[src/rtl/lamp_cmd_sequencer.sv]
// Lamp command sequencer: buffers lamp requests in a small FIFO and plays them out
// on the one-hot tcode/ulight/lenght bus, each held for a set time plus an idle gap.
module lamp_cmd_sequencer #(
  parameter int DEPTH      = 4,
  parameter int GAP_CYCLES = 1
) (
  input  logic                       clk,
  input  logic                       rst_n,
  input  logic                       req_valid,
  output logic                       req_ready,
  input  logic [1:0]                 req_op,
  input  logic [3:0]                 req_ulight,
  input  logic [3:0]                 req_lenght,
  input  logic [7:0]                 req_hold,
  input  logic                       flush,
  output logic [3:0]                 tcode,
  output logic [3:0]                 ulight,
  output logic [3:0]                 lenght,
  output logic                       cmd_start,
  output logic                       busy,
  output logic [$clog2(DEPTH+1)-1:0] fifo_count
);
  localparam int AW = $clog2(DEPTH);
  localparam int CW = $clog2(DEPTH + 1);
  localparam int GW = $clog2(GAP_CYCLES + 2);
  localparam int EW = 18;

  typedef enum logic [1:0] {IDLE, DRIVE, GAP} state_t;
  state_t state_reg, state_next;

  logic [EW-1:0] mem [DEPTH];
  logic [AW-1:0] wr_ptr_reg, rd_ptr_reg;
  logic [CW-1:0] count_reg;
  logic [7:0]    hold_cnt_reg, hold_cnt_next;
  logic [GW-1:0] gap_cnt_reg, gap_cnt_next;
  logic [3:0]    tcode_reg, tcode_next;
  logic [3:0]    ulight_reg, ulight_next;
  logic [3:0]    lenght_reg, lenght_next;
  logic          start_reg, start_next;
  logic          push, pop, empty, load, clear;
  logic [1:0]    head_op;
  logic [3:0]    head_ulight, head_lenght, head_onehot;
  logic [7:0]    head_hold;

  // Readiness ignores a same-cycle pop, so a full FIFO always refuses.
  assign req_ready = rst_n && !flush && (count_reg < CW'(DEPTH));
  assign push      = req_valid && req_ready;
  assign empty     = (count_reg == '0);
  assign {head_op, head_ulight, head_lenght, head_hold} = mem[rd_ptr_reg];

  for (genvar gi = 0; gi < 4; gi++) begin : g_onehot
    assign head_onehot[gi] = (head_op == 2'(gi));
  end

  always_ff @(posedge clk) begin
    if (push) begin
      mem[wr_ptr_reg] <= {req_op, req_ulight, req_lenght, req_hold};
    end
  end

  always_comb begin
    state_next    = state_reg;
    hold_cnt_next = hold_cnt_reg;
    gap_cnt_next  = gap_cnt_reg;
    tcode_next    = tcode_reg;
    ulight_next   = ulight_reg;
    lenght_next   = lenght_reg;
    start_next    = 1'b0;
    pop           = 1'b0;
    load          = 1'b0;
    clear         = 1'b0;

    if (flush) begin
      state_next = IDLE;
      clear      = 1'b1;
    end else begin
      case (state_reg)
        IDLE: begin
          if (!empty) load = 1'b1;
        end
        DRIVE: begin
          if (hold_cnt_reg == 8'd1) begin
            if (GAP_CYCLES > 0) begin
              state_next   = GAP;
              gap_cnt_next = GW'(GAP_CYCLES);
              clear        = 1'b1;
            end else if (!empty) begin
              load = 1'b1;
            end else begin
              state_next = IDLE;
              clear      = 1'b1;
            end
          end else begin
            hold_cnt_next = hold_cnt_reg - 8'd1;
          end
        end
        GAP: begin
          if (gap_cnt_reg == GW'(1)) begin
            if (!empty) load = 1'b1;
            else        state_next = IDLE;
          end else begin
            gap_cnt_next = gap_cnt_reg - GW'(1);
          end
        end
        default: state_next = IDLE;
      endcase
    end

    // Loading pops the head entry straight onto the bus for the next cycle.
    if (load) begin
      pop           = 1'b1;
      state_next    = DRIVE;
      start_next    = 1'b1;
      tcode_next    = head_onehot;
      ulight_next   = head_ulight;
      lenght_next   = head_lenght;
      hold_cnt_next = (head_hold == 8'd0) ? 8'd1 : head_hold;
    end
    if (clear) begin
      tcode_next  = 4'd0;
      ulight_next = 4'd0;
      lenght_next = 4'd0;
    end
  end

  always_ff @(posedge clk or negedge rst_n) begin
    if (!rst_n) begin
      state_reg    <= IDLE;
      hold_cnt_reg <= 8'd0;
      gap_cnt_reg  <= '0;
      tcode_reg    <= 4'd0;
      ulight_reg   <= 4'd0;
      lenght_reg   <= 4'd0;
      start_reg    <= 1'b0;
      wr_ptr_reg   <= '0;
      rd_ptr_reg   <= '0;
      count_reg    <= '0;
    end else begin
      state_reg    <= state_next;
      hold_cnt_reg <= hold_cnt_next;
      gap_cnt_reg  <= gap_cnt_next;
      tcode_reg    <= tcode_next;
      ulight_reg   <= ulight_next;
      lenght_reg   <= lenght_next;
      start_reg    <= start_next;
      if (flush) begin
        wr_ptr_reg <= '0;
        rd_ptr_reg <= '0;
        count_reg  <= '0;
      end else begin
        if (push) wr_ptr_reg <= wr_ptr_reg + AW'(1);
        if (pop)  rd_ptr_reg <= rd_ptr_reg + AW'(1);
        if (push && !pop)      count_reg <= count_reg + CW'(1);
        else if (pop && !push) count_reg <= count_reg - CW'(1);
      end
    end
  end

  assign tcode      = tcode_reg;
  assign ulight     = ulight_reg;
  assign lenght     = lenght_reg;
  assign cmd_start  = start_reg;
  assign busy       = !empty || (state_reg != IDLE);
  assign fifo_count = count_reg;

endmodule

[config.mk]
export PLATFORM = sky130hd
export DESIGN_NAME = lamp_cmd_sequencer
export DESIGN_NICKNAME = d
export VERILOG_FILES = /design/src/rtl/lamp_cmd_sequencer.sv
export SDC_FILE = /design/constraint.sdc
export NUM_CORES = 1
export LEC_CHECK = 0
export BUFFER_PORTS_ARGS = -buffer_cell sky130_fd_sc_hd__buf_2
export CAP_MARGIN = 20
export CELL_PAD_IN_SITES_DETAIL_PLACEMENT = 1
export CELL_PAD_IN_SITES_GLOBAL_PLACEMENT = 2
export CORE_AREA = 2 2 102 104
export CTS_CLUSTER_SIZE = 10
export DETAILED_ROUTE_END_ITERATION = 7
export DIE_AREA = 0 0 104 106
export PLACE_DENSITY = 0.88
export SLEW_MARGIN = 5
export SYNTH_ARGS = -nofsm -noshare
export SYNTH_HDL_FRONTEND = slang
export SYNTH_SLANG_ARGS = --single-unit
[constraint.sdc]
create_clock -name clk -period 4.4 [get_ports clk]
set_input_delay 0.66 -clock clk [delete_from_list [all_inputs] [get_ports clk]]
set_output_delay 0.66 -clock clk [all_outputs]
set_load 0.01 [all_outputs]
[Word level (Yosys, flattened, before mapping)]
Memory sizes are Yosys's and may differ from the RTL's.
Cells that the tools add are included.
Storage, ports and cells
  flip-flop bits (word level): 32
  memory bits (writable): 72
  input bits: 22
  output and inout port bits: 18
  logic and storage cells: 95
  memories: 1
Cells by class
  add/sub/neg operators: 6
  order comparisons: 1
  equal/unequal tests: 15
  muxes and demuxes: 37
  bitwise operators: 1
  reduce and logical (&&, ||, !) cells: 24
Memories
  mem: words 4, bits a word 18, rd ports 1, clocked after memory_dff 0, wr ports 1, RTL line 31  | logic [EW-1:0] mem [DEPTH];
Operator list (number)
  8-bit two-way mux: 5
  4-bit two-way mux: 6
  2-bit two-way mux: 11
  4-bit != test (second input constant): 3
  2-bit nonzero test: 6
  1-bit two-way mux: 9
  3-bit two-way mux: 3
  8-bit by 1-bit equality test with 1-bit output (second input constant): 1
  8-bit logical NOT: 1
  4-bit AND reduction: 2
  8-bit by 1-bit subtractor with 8-bit output (second input constant): 1
  2-bit by 1-bit equality test with 1-bit output (second input constant): 3
  2-bit equality test (second input constant): 3
  2-bit != test (second input constant): 3
  2-bit one-hot mux with 3 select lines: 1
  1-bit logical AND: 5
  2-bit by 1-bit adder with 2-bit output (second input constant): 2
  1-bit logical NOT: 4
  2-bit logical NOT: 2
  2-bit one-hot mux with 2 select lines: 1
  3-bit by 1-bit adder with 3-bit output (second input constant): 1
  3-bit logical NOT: 1
  3-bit less-than comparator (second input constant): 1
  3-bit != test (second input constant): 1
  other kinds (8): 8

[Longest topological paths before layout]
Gate-level depths: netlist of run 1.
  depth after elaboration: 10
  depth in mapped cells: 10
  mapped depth without buffers: 8

[Least setup slack after synthesis of run 1]
OpenSTA, ideal clock, no wires.
  path type: input port to flip-flop
  from: input flush
  to: register count_reg[1], in the netlist fifo_count[1]
  library setup time: 0.094 ns
  data arrival time: 1.790 ns
  data required time: 4.306 ns
  setup slack: 2.516 ns
  cell stages on the path: 4
  buffers on the path: 0
  cell sequence: and4bb_4 > o31a_1 > fa_1 > a211oi_1
On the way
  word-level cells in the longest chain between the ends: 7
  elaborated cells between the ends (all ways): 13
  those cells by class: 4 x mux; 9 x reduce/logical
Ends and longest elaborated chain
  from (decl): RTL line 15  | input logic flush,
  1-bit logical NOT: RTL line 46  | assign req_ready = rst_n && !flush && (count_reg < CW'(DEPTH));
  1-bit logical AND (2 in a row): RTL line 46
  1-bit logical AND: RTL line 47  | assign push = req_valid && req_ready;
  1-bit logical AND or 1-bit logical NOT (tied branches): RTL line 153, 154
  3-bit two-way mux or 1-bit logical AND (tied branches): RTL line 153, 154
  3-bit two-way mux or 3-bit nonzero test (tied branches)
  to (signal assigned): RTL line 153  | if (push && !pop) count_reg <= count_reg + CW'(1);
  to (signal assigned): RTL line 154  | else if (pop && !push) count_reg <= count_reg - CW'(1);
  to (decl): RTL line 33  | logic [CW-1:0] count_reg;
Parallel ways exist; a longest one is shown, timed or not.
A chain may end at the register's enable or synchronous reset.

[Worst setup path after layout of run 1]
  from: input rst_n
  to: memory mem[0][5], enable pin
On the way
  word-level cells in the longest chain between the ends: 5
Ends and longest elaborated chain
  from (decl): RTL line 8  | input logic rst_n,
  1-bit logical AND (2 in a row): RTL line 46
  1-bit logical AND: RTL line 47
  1-bit two-way mux: RTL line 56  | if (push) begin
  1-bit two-way mux (not written as such): RTL line 57  | mem[wr_ptr_reg] <= {req_op, req_ulight, req_lenght, req_hold};
  to (decl): RTL line 31
Every way passes these cells.

==> results.md, run 1 <==
| Result | Reported | Unit |
|:---|:---|:---|
| Worst slew margin | 38.37 | % |
| Initial standard-cell utilization of the core | 43.59 | % |
| Via count of the first global-routing pass | 2,509 | - |
| Number of buffers created by CTS | 9 | - |
| Leading area contributor after synthesis | edfxtp_1 | - |
| Total standard cell area after synthesis | 4359 | um^2 |
| Core area | 10000 | um^2 |
| Fraction of synthesis flops using an asynchronous set or reset pin | 30.77 | % |
| Growth of design area from synthesis to finish | 11.80 | % |
| Worst-path cell chain | buf_2 > buf_4 > and4bb_4 > and2_1 | - |
| Final net count | 327 | - |
| Final period util | 51.87 | % |
| Clock-pin transition on the worst setup and hold timing paths | 0.10 | ns |
| Placed cell area | 4677 | um^2 |
| Sequential share of the synthesized area | 67.97 | % |
| Actual slew at the worst max-slew pin | 0.9245 | ns |
| Max FFs per register | 72 | - |
| Wire length of the first global-routing pass | 13.41 | mm |
| Clock tree from TritonCTS | yes | - |
| DPL Wire Length | 5.347 | mm |
| Number of failing setup endpoints in the final timing report | 0 | - |
| Iteration-0 DRC count of the detailed router | 139 | - |
| Pin count of the biggest net entering global routing | 36 | - |
| Mean Syn Cell Area | 17.23 | um^2 |
| Drt pass-1 iters | 4 | - |
| Setup repair bufs after CTS | 0 | - |
| Power Density | 532.8 | nW/um^2 |
| Root buf cell | clkbuf_8 | - |
| Post-route cell area | 4873 | um^2 |
| Path type of the worst setup path | in -> reg | - |
| Number of antenna violations at the first check in global routing | 0 | - |
| Ratio of routed vias to standard cells | 5.324 | - |
| Startpoint Class | primary input | - |
| Standard-cell rows | 37 | - |
| Remaining Overflow, GRT | 0 | - |
| Source of the critical timing path | rst_n | - |
| Number of warnings reported in the yosys synthesis log | 0 | - |
| Max Freq | 438.2 | MHz |
| Unrepaired setup endpoints after global routing | no | - |
| Num Clock Sinks | 104 | - |
| Maximum level of the CTS H-tree | 3 | - |
| Synth area leaders | edfxtp_1 50%, dfrtp_1 18%, mux4_2 9.3%, ha_1 2.0%, a22o_1 1.6% | - |
| Worst Skew | 0.01123 | ns |
| Residual DRC count | 0 | - |
| Reg-to-reg critical path startpoint | gap_cnt_reg[1]$_DFFE_PN0P_ | - |
| Number of I/O pins | 40 | - |
| Critical path's largest stage delay | 0.76 | ns |
| Setup TNS after final layout | 0 | ns |
| Port Buf Inserts | 39 | - |
| Cell with the largest stage delay on the worst path | and2_1 | - |
| Max-cap check violation count | 0 | - |
| Most frequently used flop master after synthesis | edfxtp_1 | - |
| Leak | 0.001769 | uW |
| Sum of routed wire length over all layers | 8.097 | mm |
| Required time worst endpoint | 4.39 | ns |
| Shortest clock period the worst path allows after layout | 2.282 | ns |
| Clock network latency to the later pin of the worst-skew pair | 0.36 | ns |
| Delay-heaviest family, CP | simple AND/OR/NAND/NOR gates | - |
| Share of the synthesized area in the top cell type | 49.60 | % |
| Die area | 11,020 | um^2 |
| Run status | completed | - |
| Cts hold-fix bufs | 0 | - |
| Hold violation total from the final report | 0 | - |
| Number of max-slew violations in the final report | 0 | - |
| Maximum ir drop on the vdd rail | 0.3851 | mV |
| Die Span X | 104 | um |
| Buffer depth of the longest clock path | 2 | - |
| Gp weighted congestion | 0.7213 | - |
| Type of the most critical hold path | in -> async | - |
| Layout cell share with drive strength beyond 1 | 30.13 | % |
| Number of enable flip-flop cells after synthesis | 72 | - |
| Number of routed nets with antenna violations | 0 | - |
| Critical Path AT | 2.27 | ns |
| Resized Gates After CTS | 0 | - |
| Syn Nets | 283 | - |
| Count of buffering cells on the critical path with inverters included | 2 | - |
| Worst setup EP type | register | - |
| Number of antenna cells inserted | 0 | - |
| Routed vias | 2,332 | - |
| Vert. Die Dim | 106 | um |
| Maximum fanout along the worst path | 35 | - |
| Flip-flop and latch count after synthesis | 104 | - |
| Global routing usage summed across all routing layers | 15.92 | % |
| Cell variety after synth | 58 | - |
| WL/cell | 18.49 | um |
| Instance count of the mapped netlist | 253 | - |
==> metrics by stage <==
| step | setup WS [ns] | instances | hold slack [ns] | util, % | total power, uW |
|---|---|---|---|---|---|
| after global routing | 1.921 | 438 | 0.3556 | 48.74 | 2750 |
| after CTS | 1.997 | 437 | 0.3342 | 48.66 | 2628 |
| after floorplan | 2.516 | 253 | 0.3644 | - | 1856 |
| after global placement | 1.719 | 421 | 0.4602 | 46.77 | 2037 |
| after detailed placement | 1.659 | 421 | 0.4628 | 46.77 | 2068 |
| final | 2.118 | 438 | 0.3222 | 48.74 | 2597 |
==> placed cells by master (no fill, tap or decap), types with 3 or more instances in the layout <==
master and instances:
xnor2_1 4, nor2_1 5, nor3_1 3, inv_1 8, and2_1 4, a21oi_1 3
buf_2 39, nor3b_1 3, clkbuf_8 10, edfxtp_1 72, buf_4 3, xor2_1 4
nand2_1 15, mux4_2 18, a22o_1 8, o21ai_1 5, nor2b_1 3, dfrtp_1 32
ha_1 7
==> synth_stat cells, types with 2 or more instances <==
library cell and n:
nand2b_1 2, nand4b_1 2, and2_1 4, nor2b_1 3, xnor2_1 4, mux4_2 18, mux2_1 2, nor4_1 2
nor2_1 5, nand2_1 15, buf_4 3, nor3_1 3, nor3b_1 3, ha_1 7, inv_1 8, o211ai_1 2
a21oi_1 3, buf_6 2, buf_2 2, edfxtp_1 72, dfrtp_1 32, or3_1 2, a22o_1 8, o2bb2ai_1 2
buf_1 2, nor3b_2 2, o21ai_0 2, o21ai_1 5, nor3_4 2, o21ai_2 2, and2b_1 2, xor2_1 4
==> final cells by class <==
cell class | count | area (um^2)
fillers | 1005 | 5126
flip-flops and latches | 104 | 2963
multi-input cells | 131 | 1300
repair buffers | 42 | 217.7
well taps | 136 | 170.2
clock buffers | 10 | 137.6
clock inverters | 6 | 51.30
inverters | 9 | 33.78
==> worst register-to-register path, stage by stage (launching register included) <==
cell      delay [ns]
dfrtp_1         0.37
inv_1           0.08
ha_1            0.17
and2b_1         0.23
nor3_4          0.29
nand2b_1        0.16
inv_2           0.44
nor3b_2         0.27
a21o_1          0.10
==> routing by layer <==
layer | global-route usage (%) | share of wire [%] | wire [um]
met2 | 27.77 | 52 | 4227
met5 | 0 | 0 | 0
met3 | 3.679 | 2.9 | 235
met1 | 20.21 | 44 | 3570
met4 | 4.054 | 0.79 | 64
==> kinds of logic (layout without fill, tap and decap cells) <==
| family | count (synthesis) | in the layout | synth area share (%) |
|---|---|---|---|
| muxes | 21 | 21 | 10.05 |
| xor gates and xnor gates | 8 | 8 | 1.607 |
| and+or+nand+nor | 56 | 56 | 8.697 |
| buffers and inverters | 18 | 67 | 2.210 |
| AOI/OAI and AO/OA | 38 | 38 | 7.004 |
| adders and majority gates | 8 | 8 | 2.468 |
| DFF | 104 | 104 | 67.97 |
==> final timing paths <==
check                                                 end  slack (ns)  cells past startpoint
worst max-delay path                  mem[0][5]$_DFFE_PP_        2.12                      4
min in group clk                     tcode[0]$_DFFE_PN0P_        0.49                      1
max in group asynchronous           lenght[2]$_DFFE_PN0P_        3.73                      2
worst max register to register       tcode[0]$_DFFE_PN0P_        2.24                      8
worst min register to register       tcode[0]$_DFFE_PN0P_        0.49                      1
worst min-delay path            fifo_count[1]$_DFFE_PN0P_        0.32                      2
==> report_power, final <==
group,total (uW),switching (uW),internal (uW)
combinational,729,384,345
clock,560,331,229
sequential,1310,134,1170
Note: power is estimated with default switching activity, not from simulation.
==> run 2, diff against run 1 <==
--- a/config.mk
+++ b/config.mk
@@ -5,15 +5,16 @@
 export SDC_FILE = /design/constraint.sdc
 export NUM_CORES = 1
 export LEC_CHECK = 0
+export ABC_AREA = 1
 export BUFFER_PORTS_ARGS = -buffer_cell sky130_fd_sc_hd__buf_2
 export CAP_MARGIN = 20
 export CELL_PAD_IN_SITES_DETAIL_PLACEMENT = 1
 export CELL_PAD_IN_SITES_GLOBAL_PLACEMENT = 2
-export CORE_AREA = 2 2 102 104
+export CORE_AREA = 2 2 112 114
 export CTS_CLUSTER_SIZE = 10
 export DETAILED_ROUTE_END_ITERATION = 7
-export DIE_AREA = 0 0 104 106
-export PLACE_DENSITY = 0.88
+export DIE_AREA = 0 0 114 116
+export PLACE_DENSITY = 0.86
 export SLEW_MARGIN = 5
 export SYNTH_ARGS = -nofsm -noshare
 export SYNTH_HDL_FRONTEND = slang
==> constraint.sdc (replaced) <==
create_clock -name clk -period 2.2 [get_ports clk]
set_input_delay 0.33 -clock clk [delete_from_list [all_inputs] [get_ports clk]]
set_output_delay 0.33 -clock clk [all_outputs]
set_load 0.01 [all_outputs]
==> results.md, run 2 <==
| Result | Reported | Unit | vs previous |
|:---|:---|:---|:---|
| Run status | completed | - |  |
| Syn Nets | 448 | - | +58% |
| Placed cell area | 4923 | um^2 | +5.3% |
| Register share of total power | 38.2 | % | -12 points |
| Switching share of total power | 36.29 | % | +3.6 points |
| Clock-pin transition on the worst setup and hold timing paths | 0.08 | ns | -0.02 ns |
| Hold violation total from the final report | 0 | - | unchanged |
| Ratio of routed vias to standard cells | 5.096 | - | -4.3% |
| Gp weighted congestion | 0.7633 | - | +5.8% |
| Max-cap check violation count | 0 | - | unchanged |
| Buffer depth of the longest clock path | 2 | - | unchanged |
| Setup repair bufs after CTS | 0 | - | unchanged |
| Number of antenna cells inserted | 0 | - | unchanged |
| Unrepaired setup endpoints after global routing | no | - |  |
| Clock tree from TritonCTS | yes | - |  |
| Part of the total power dissipated in the clock network | 28.8 | % | +7.2 points |
| Max FFs per register | 72 | - | unchanged |
| Die Span X | 114 | um | +9.6% |
| Leak | 0.002265 | uW | +28% |
| Number of failing setup endpoints in the final timing report | 0 | - | unchanged |
| Clock network latency to the later pin of the worst-skew pair | 0.35 | ns | about the same |
| Worst slew margin | 62.88 | % | +25 points |
| Register-to-register path setup slack | 0.30 | ns | -1.94 ns |
| Critical Path AT | 2.15 | ns | -0.12 ns |
| Post-route cell area | 5281 | um^2 | +8.4% |
| Maximum fanout along the worst path | 5 | - | -86% |
| Sum of routed wire length over all layers | 10.21 | mm | +26% |
| Die area | 13,220 | um^2 | +20% |
| Layout cell share with drive strength beyond 1 | 21.15 | % | -9.0 points |
| Startpoint Class | register | - |  |
| Part of the total power dissipated in combinational logic | 33.0 | % | +4.9 points |
| Power Density | 1257 | nW/um^2 | +140% |
| Flip-flop and latch count after synthesis | 104 | - | unchanged |
| Global routing usage summed across all routing layers | 16.98 | % | +1.1 points |
| Fin cells | 615 | - | +40% |
| Switching power | 2409 | uW | +180% |
| Worst Skew | 0.007929 | ns | -0.003297 ns |
| Port Buf Inserts | 39 | - | unchanged |
| Iteration-0 DRC count of the detailed router | 128 | - | -7.9% |
| Most frequent cell after synthesis | nand2_1 | - |  |
| Max Freq | 525.0 | MHz |  |
| Number of routed nets with antenna violations | 0 | - | unchanged |
| DPL Wire Length | 6.711 | mm | +26% |
| Growth of design area from synthesis to finish | 14.64 | % |  |
| Maximum ir drop on the vdd rail | 0.5499 | mV | +43% |
| Placed cell count | 599 | - | +42% |
| Number of I/O pins | 40 | - | unchanged |
| Standard-cell rows | 40 | - | +8.1% |
| Initial standard-cell utilization of the core | 38.68 | % | -4.9 points |
| Num Clock Sinks | 104 | - | unchanged |
| Instance count of the mapped netlist | 418 | - | +65% |
| Worst setup EP type | register | - |  |
| Routed vias | 3,134 | - | +34% |
| Shortest clock period the worst path allows after layout | 1.905 | ns |  |
| Setup TNS after final layout | 0 | ns | unchanged |
| Final period util | 86.59 | % |  |
| Most frequently used flop master after synthesis | edfxtp_1 | - |  |
| Root buf cell | clkbuf_16 | - |  |
| Most frequent cells in the layout | 125 x nand2_1, 72 x edfxtp_1, 39 x buf_2, 32 x dfrtp_1, 31 x nand3_1 | - |  |
| Drt pass-1 iters | 4 | - | unchanged |
| Final net count | 493 | - | +51% |
| Most common cell after layout, fill and taps aside | nand2_1 | - |  |
| Cell variety after synth | 35 | - | -40% |
| Number of max-slew violations in the final report | 0 | - | unchanged |
| Number of enable flip-flop cells after synthesis | 72 | - | unchanged |
| Type of the most critical hold path | in -> async | - |  |
| Mean Syn Cell Area | 11.02 | um^2 | -36% |
| Remaining Overflow, GRT | 0 | - | unchanged |
| Via count of the first global-routing pass | 3,324 | - | +32% |
| Sequential share of the synthesized area | 64.31 | % | -3.7 points |
| Share of the synthesized area in the top cell type | 46.93 | % | -2.7 points |
| Total standard cell area after synthesis | 4607 | um^2 | +5.7% |
| Wire length of the first global-routing pass | 17.04 | mm | +27% |
| Vert. Die Dim | 116 | um | +9.4% |
| Residual DRC count | 0 | - | unchanged |
| Number of antenna violations at the first check in global routing | 0 | - | unchanged |
| Number of buffers created by CTS | 9 | - | unchanged |
| Synth area leaders | edfxtp_1 47%, dfrtp_1 17%, nand2_1 10%, nand3_1 3.4%, inv_1 2.3% | - |  |
| Pin count of the biggest net entering global routing | 38 | - | +5.6% |
| Actual slew at the worst max-slew pin | 0.5560 | ns | -0.3684 ns |
| Maximum level of the CTS H-tree | 3 | - | unchanged |
| WL/cell | 16.60 | um | -10% |
| Post-route setup slack | 0.2951 | ns | -1.823 ns |
| Pre-CTS setup slack | 0.2959 | ns | -1.363 ns |
| Leading post-synthesis cells by instance count | 125 x nand2_1, 72 x edfxtp_1, 32 x dfrtp_1, 31 x nand3_1, 28 x inv_1 | - |  |
| Number of warnings reported in the yosys synthesis log | 0 | - | unchanged |
| Internal power | 4229 | uW | +140% |
| Fraction of synthesis flops using an asynchronous set or reset pin | 30.77 | % | unchanged |
| Resized Gates After CTS | 0 | - | unchanged |
| Core area | 11,910 | um^2 | +19% |
| Leading area contributor after synthesis | edfxtp_1 | - |  |
| Cts hold-fix bufs | 0 | - | unchanged |
| Required time worst endpoint | 2.45 | ns | -1.94 ns |
| Path type of the worst setup path | reg -> reg | - |  |
[run 2: metal layers]
| metal | track usage, % | up-vias | share of wire, % | wire length (um) |
|---|---|---|---|---|
| met2 | 28.49 | 43 | 49 | 5014 |
| met5 | 0 | - | 0 | 0 |
| met3 | 3.138 | 11 | 2.6 | 261 |
| met1 | 22.42 | 1569 | 47 | 4801 |
| li1 | - | 1511 | - | - |
| met4 | 5.610 | 0 | 1.3 | 132 |
[run 2: per-stage QoR]
stage | power (uW) | hold WS [ns] | utilization [%]
after floorplan | 4245 | 0.03441 | -
final | 6638 | 0.06789 | 44.34
after global placement | 4701 | 0.4726 | 41.33
after global routing | 7100 | 0.1191 | 44.34
after CTS | 6716 | 0.1079 | 44.34
after detailed placement | 4779 | 0.4891 | 41.33
[run 2: power groups by stage]
stage               clock (uW)  sequential [uW]  combinational [uW]
floorplan                    0             2580                1660
global placement             0             2560                2140
detailed placement           0             2570                2200
CTS                       1950             2540                2230
global route              2010             2570                2510
finish                    1910             2540                2190
[run 2: final cells by class]
cell class	count	area (um^2)
timing repair buffer	48	262.8
sequential	104	2963
fill	1312	6630
inverter	37	141.4
clock buffer	9	225.2
clock inverter	7	132.6
multi-input combinational	263	1373
tap	147	183.9
[run 2: worst paths after layout]
path / from / endpoint / cells after the start
max: gap_cnt_reg[1]$_DFFE_PN0P_ / fifo_count[2]$_DFFE_PN0P_ / 11
min: rst_n / hold_cnt_reg[2]$_DFFE_PN0P_ / 2
max reg2reg: gap_cnt_reg[1]$_DFFE_PN0P_ / fifo_count[2]$_DFFE_PN0P_ / 11
min reg2reg: gap_cnt_reg[1]$_DFFE_PN0P_ / gap_cnt_reg[1]$_DFFE_PN0P_ / 2
max in group asynchronous: rst_n / lenght[2]$_DFFE_PN0P_ / 2
min in group clk: req_ulight[1] / mem[1][13]$_DFFE_PP_ / 1
[run 2: critical path, stage by stage (launching register included)]
cell and delay (ns):
dfrtp_1 0.38, inv_1 0.06, ha_1 0.13, inv_1 0.07
a21oi_4 0.18, nand2_1 0.13, nand2_2 0.13, inv_1 0.06
fa_1 0.37, nand3b_1 0.17, nand2_1 0.07, o21ai_1 0.05
[run 2: kinds of logic after synthesis]
kind of cell / Yosys count / synth area share [%]
AND/OR/NAND/NOR: 197 / 18.66
flip-flops: 104 / 64.31
AO/OA/AOI/OAI: 57 / 8.610
buffers and inverters: 51 / 5.894
adder cells (fa/ha/maj): 8 / 2.336
XOR/XNOR: 1 / 0.1901
==> run 3, diff against run 2 <==
--- a/config.mk
+++ b/config.mk
@@ -10,11 +10,12 @@
 export CAP_MARGIN = 20
 export CELL_PAD_IN_SITES_DETAIL_PLACEMENT = 1
 export CELL_PAD_IN_SITES_GLOBAL_PLACEMENT = 2
-export CORE_AREA = 2 2 112 114
+export CORE_AREA = 2 2 114 116
+export CTS_BUF_LIST = sky130_fd_sc_hd__clkbuf_4 sky130_fd_sc_hd__clkbuf_8 sky130_fd_sc_hd__clkbuf_16
 export CTS_CLUSTER_SIZE = 10
 export DETAILED_ROUTE_END_ITERATION = 7
-export DIE_AREA = 0 0 114 116
-export PLACE_DENSITY = 0.86
+export DIE_AREA = 0 0 116 118
+export PLACE_DENSITY = 0.84
 export SLEW_MARGIN = 5
 export SYNTH_ARGS = -nofsm -noshare
 export SYNTH_HDL_FRONTEND = slang
==> results.md, run 3 (synthesis gave the netlist of run 2 again) <==
| Result | Reported | Unit | vs previous |
|:---|:---|:---|:---|
| Vert. Die Dim | 118 | um | +1.7% |
| Buffer depth of the longest clock path | 2 | - | unchanged |
| Worst-path cell chain | inv_1 > ha_1 > inv_1 > a21oi_4 > nand2_1 > nand2_2 > inv_1 > fa_1 > nand3b_1 > nand2_1 > o21ai_1 | - |  |
| Pin count of the biggest net entering global routing | 38 | - | unchanged |
| Most common cell after layout, fill and taps aside | nand2_1 | - |  |
| Growth of design area from synthesis to finish | 14.15 | % |  |
| Num Clock Sinks | 104 | - | unchanged |
| Core area | 12,410 | um^2 | +4.2% |
| Power Density | 1200 | nW/um^2 | -4.6% |
| Required time worst endpoint | 2.43 | ns | -0.02 ns |
| Sum of routed wire length over all layers | 10.15 | mm | -0.61% |
| Clock network latency to the later pin of the worst-skew pair | 0.34 | ns | about the same |
| Gp weighted congestion | 0.7333 | - | -3.9% |
| Routed vias | 3,074 | - | -1.9% |
| Path type of the worst setup path | reg -> reg | - |  |
| Most frequent cells in the layout | 125 x nand2_1, 72 x edfxtp_1, 39 x buf_2, 32 x dfrtp_1, 31 x nand3_1 | - |  |
| Run status | completed | - |  |
| Setup repair bufs after CTS | 0 | - | unchanged |
| Iteration-0 DRC count of the detailed router | 115 | - | -10% |
| Maximum fanout along the worst path | 5 | - | unchanged |
| Layout cell share with drive strength beyond 1 | 21.15 | % | unchanged |
| Part of the total power dissipated in combinational logic | 34.4 | % | +1.4 points |
| Remaining Overflow, GRT | 0 | - | unchanged |
| Number of fill cells | 1,410 | - | +7.5% |
| Number of I/O pins | 40 | - | unchanged |
| Global routing usage summed across all routing layers | 16.57 | % | -0.41 points |
| Drt pass-1 iters | 4 | - | unchanged |
| Final period util | 85.98 | % | -0.60 points |
| Placed cell count | 624 | - | +4.2% |
| Cts hold-fix bufs | 0 | - | unchanged |
| Clock-pin transition on the worst setup and hold timing paths | 0.07 | ns | about the same |
| Max-cap check violation count | 0 | - | unchanged |
| Delay-heaviest family, CP | adder cells | - |  |
| Initial standard-cell utilization of the core | 37.11 | % | -1.6 points |
| Setup TNS after final layout | 0 | ns | unchanged |
| Die area | 13,690 | um^2 | +3.5% |
| Wire length on met3 | 236 | um | -9.6% |
| Worst setup EP type | register | - |  |
| Maximum level of the CTS H-tree | 3 | - | unchanged |
| Type of the most critical hold path | in -> async | - |  |
| Ratio of routed vias to standard cells | 4.803 | - | -5.7% |
| Switching power | 2292 | uW | -4.9% |
| Number of routed nets with antenna violations | 0 | - | unchanged |
| Hold violation total from the final report | 0 | - | unchanged |
| Wire length of the first global-routing pass | 17.19 | mm | +0.89% |
| Cell with the largest stage delay on the worst path | dfrtp_1 | - |  |
| Number of failing setup endpoints in the final timing report | 0 | - | unchanged |
| Port Buf Inserts | 39 | - | unchanged |
| Number of antenna violations at the first check in global routing | 0 | - | unchanged |
| Resized Gates After CTS | 0 | - | unchanged |
| Clock tree from TritonCTS | yes | - |  |
| Maximum ir drop on the vdd rail | 0.4853 | mV | -12% |
| Number of buffers created by CTS | 9 | - | unchanged |
| Unrepaired setup endpoints after global routing | no | - |  |
| Part of the total power dissipated in the clock network | 25.4 | % | -3.4 points |
| Worst Skew | 0.005128 | ns | -0.002801 ns |
| Actual slew at the worst max-slew pin | 0.5470 | ns | -0.009031 ns |
| Switching share of total power | 36.34 | % | +0.047 points |
| Count of buffering cells on the critical path with inverters included | 3 | - | unchanged |
| Critical path's largest stage delay | 0.38 | ns | about the same |
| Root buf cell | clkbuf_16 | - |  |
| Top cell by count, worst path | inv_1 | - |  |
| Standard-cell rows | 41 | - | +2.5% |
| Final net count | 493 | - | unchanged |
| WL/cell | 15.85 | um | -4.5% |
| Max FFs per register | 72 | - | unchanged |
| Startpoint Class | register | - |  |
| Sum of routed wire segments on met1 | 4.593 | mm | -4.3% |
| Total met2 wirelength after detailed routing | 5.112 | mm | +2.0% |
| Highest routed metal layer | met4 | - |  |
| Internal power | 4016 | uW | -5.0% |
| Via count of the first global-routing pass | 3,380 | - | +1.7% |
| Shortest clock period the worst path allows after layout | 1.892 | ns | -0.01328 ns |
| Fin cells | 640 | - | +4.1% |
| Worst slew margin | 63.48 | % | +0.60 points |
| Max Freq | 528.7 | MHz | +0.70% |
| DPL Wire Length | 6.762 | mm | +0.75% |
| Number of max-slew violations in the final report | 0 | - | unchanged |
| Register share of total power | 40.1 | % | +1.9 points |
| Number of antenna cells inserted | 0 | - | unchanged |
| Leak | 0.002240 | uW | -1.1% |
| Residual DRC count | 0 | - | unchanged |
| Register-to-register path setup slack | 0.31 | ns | about the same |
| Critical Path AT | 2.13 | ns | -0.02 ns |
| Die Span X | 116 | um | +1.8% |
## run 3: changes by cell type in the layout (fill, tap and decap cells not counted)
cell and delta:
bufinv_16 -2, clkbuf_4 +3, clkinv_4 +3, inv_6 -1, inv_8 -3
## run 3: path summary, 6_finish.rpt
check,depth (start not counted),to,from
worst max-delay path,11,fifo_count[2]$_DFFE_PN0P_,gap_cnt_reg[1]$_DFFE_PN0P_
worst min-delay path,2,hold_cnt_reg[4]$_DFFE_PN0P_,rst_n
worst max register to register,11,fifo_count[2]$_DFFE_PN0P_,gap_cnt_reg[1]$_DFFE_PN0P_
worst min register to register,2,lenght[0]$_DFFE_PN0P_,lenght[0]$_DFFE_PN0P_
max in group asynchronous,2,ulight[3]$_DFFE_PN0P_,rst_n
min in group clk,1,mem[1][8]$_DFFE_PP_,req_lenght[0]
## run 3: cell type report
cell class                      instances  area [um^2]  share of cell area [%]
Clock buffer                           12        247.7                   4.711
Clock inverter                          4        56.30                   1.071
Inverter                               37        141.4                   2.689
Multi-Input combinational cell        263         1373                   26.10
Sequential cell                       104         2963                   56.34
Tap cell                              172        215.2                   4.092
Timing Repair Buffer                   48        262.8                   4.996
## run 3: metrics by stage
step	hold WS [ns]	worst slack [ns]	total power [uW]	util (%)	area, um^2
after CTS	0.1213	0.2865	6405	42.36	5259
after global routing	0.1419	0.1369	6783	42.36	5259
final	0.09587	0.3084	6308	42.36	5259
after floorplan	0.03441	0.2958	4245	-	4607
after detailed placement	0.4857	0.2891	4772	39.91	4955
after global placement	0.4716	0.3652	4678	39.91	4955
## run 3: power by group through the flow
stage	sequential, uW	combinational [uW]	clock [uW]
global placement	2560	2120	0
finish	2530	2170	1600
CTS	2540	2210	1650
floorplan	2580	1660	0
detailed placement	2570	2200	0
global route	2570	2490	1730
## run 3: layer usage
layer	vias up	global-route usage [%]
met1	1514	21.70
met3	13	2.678
met4	0	6.845
met5	-	0
met2	40	27.19
li1	1507	-
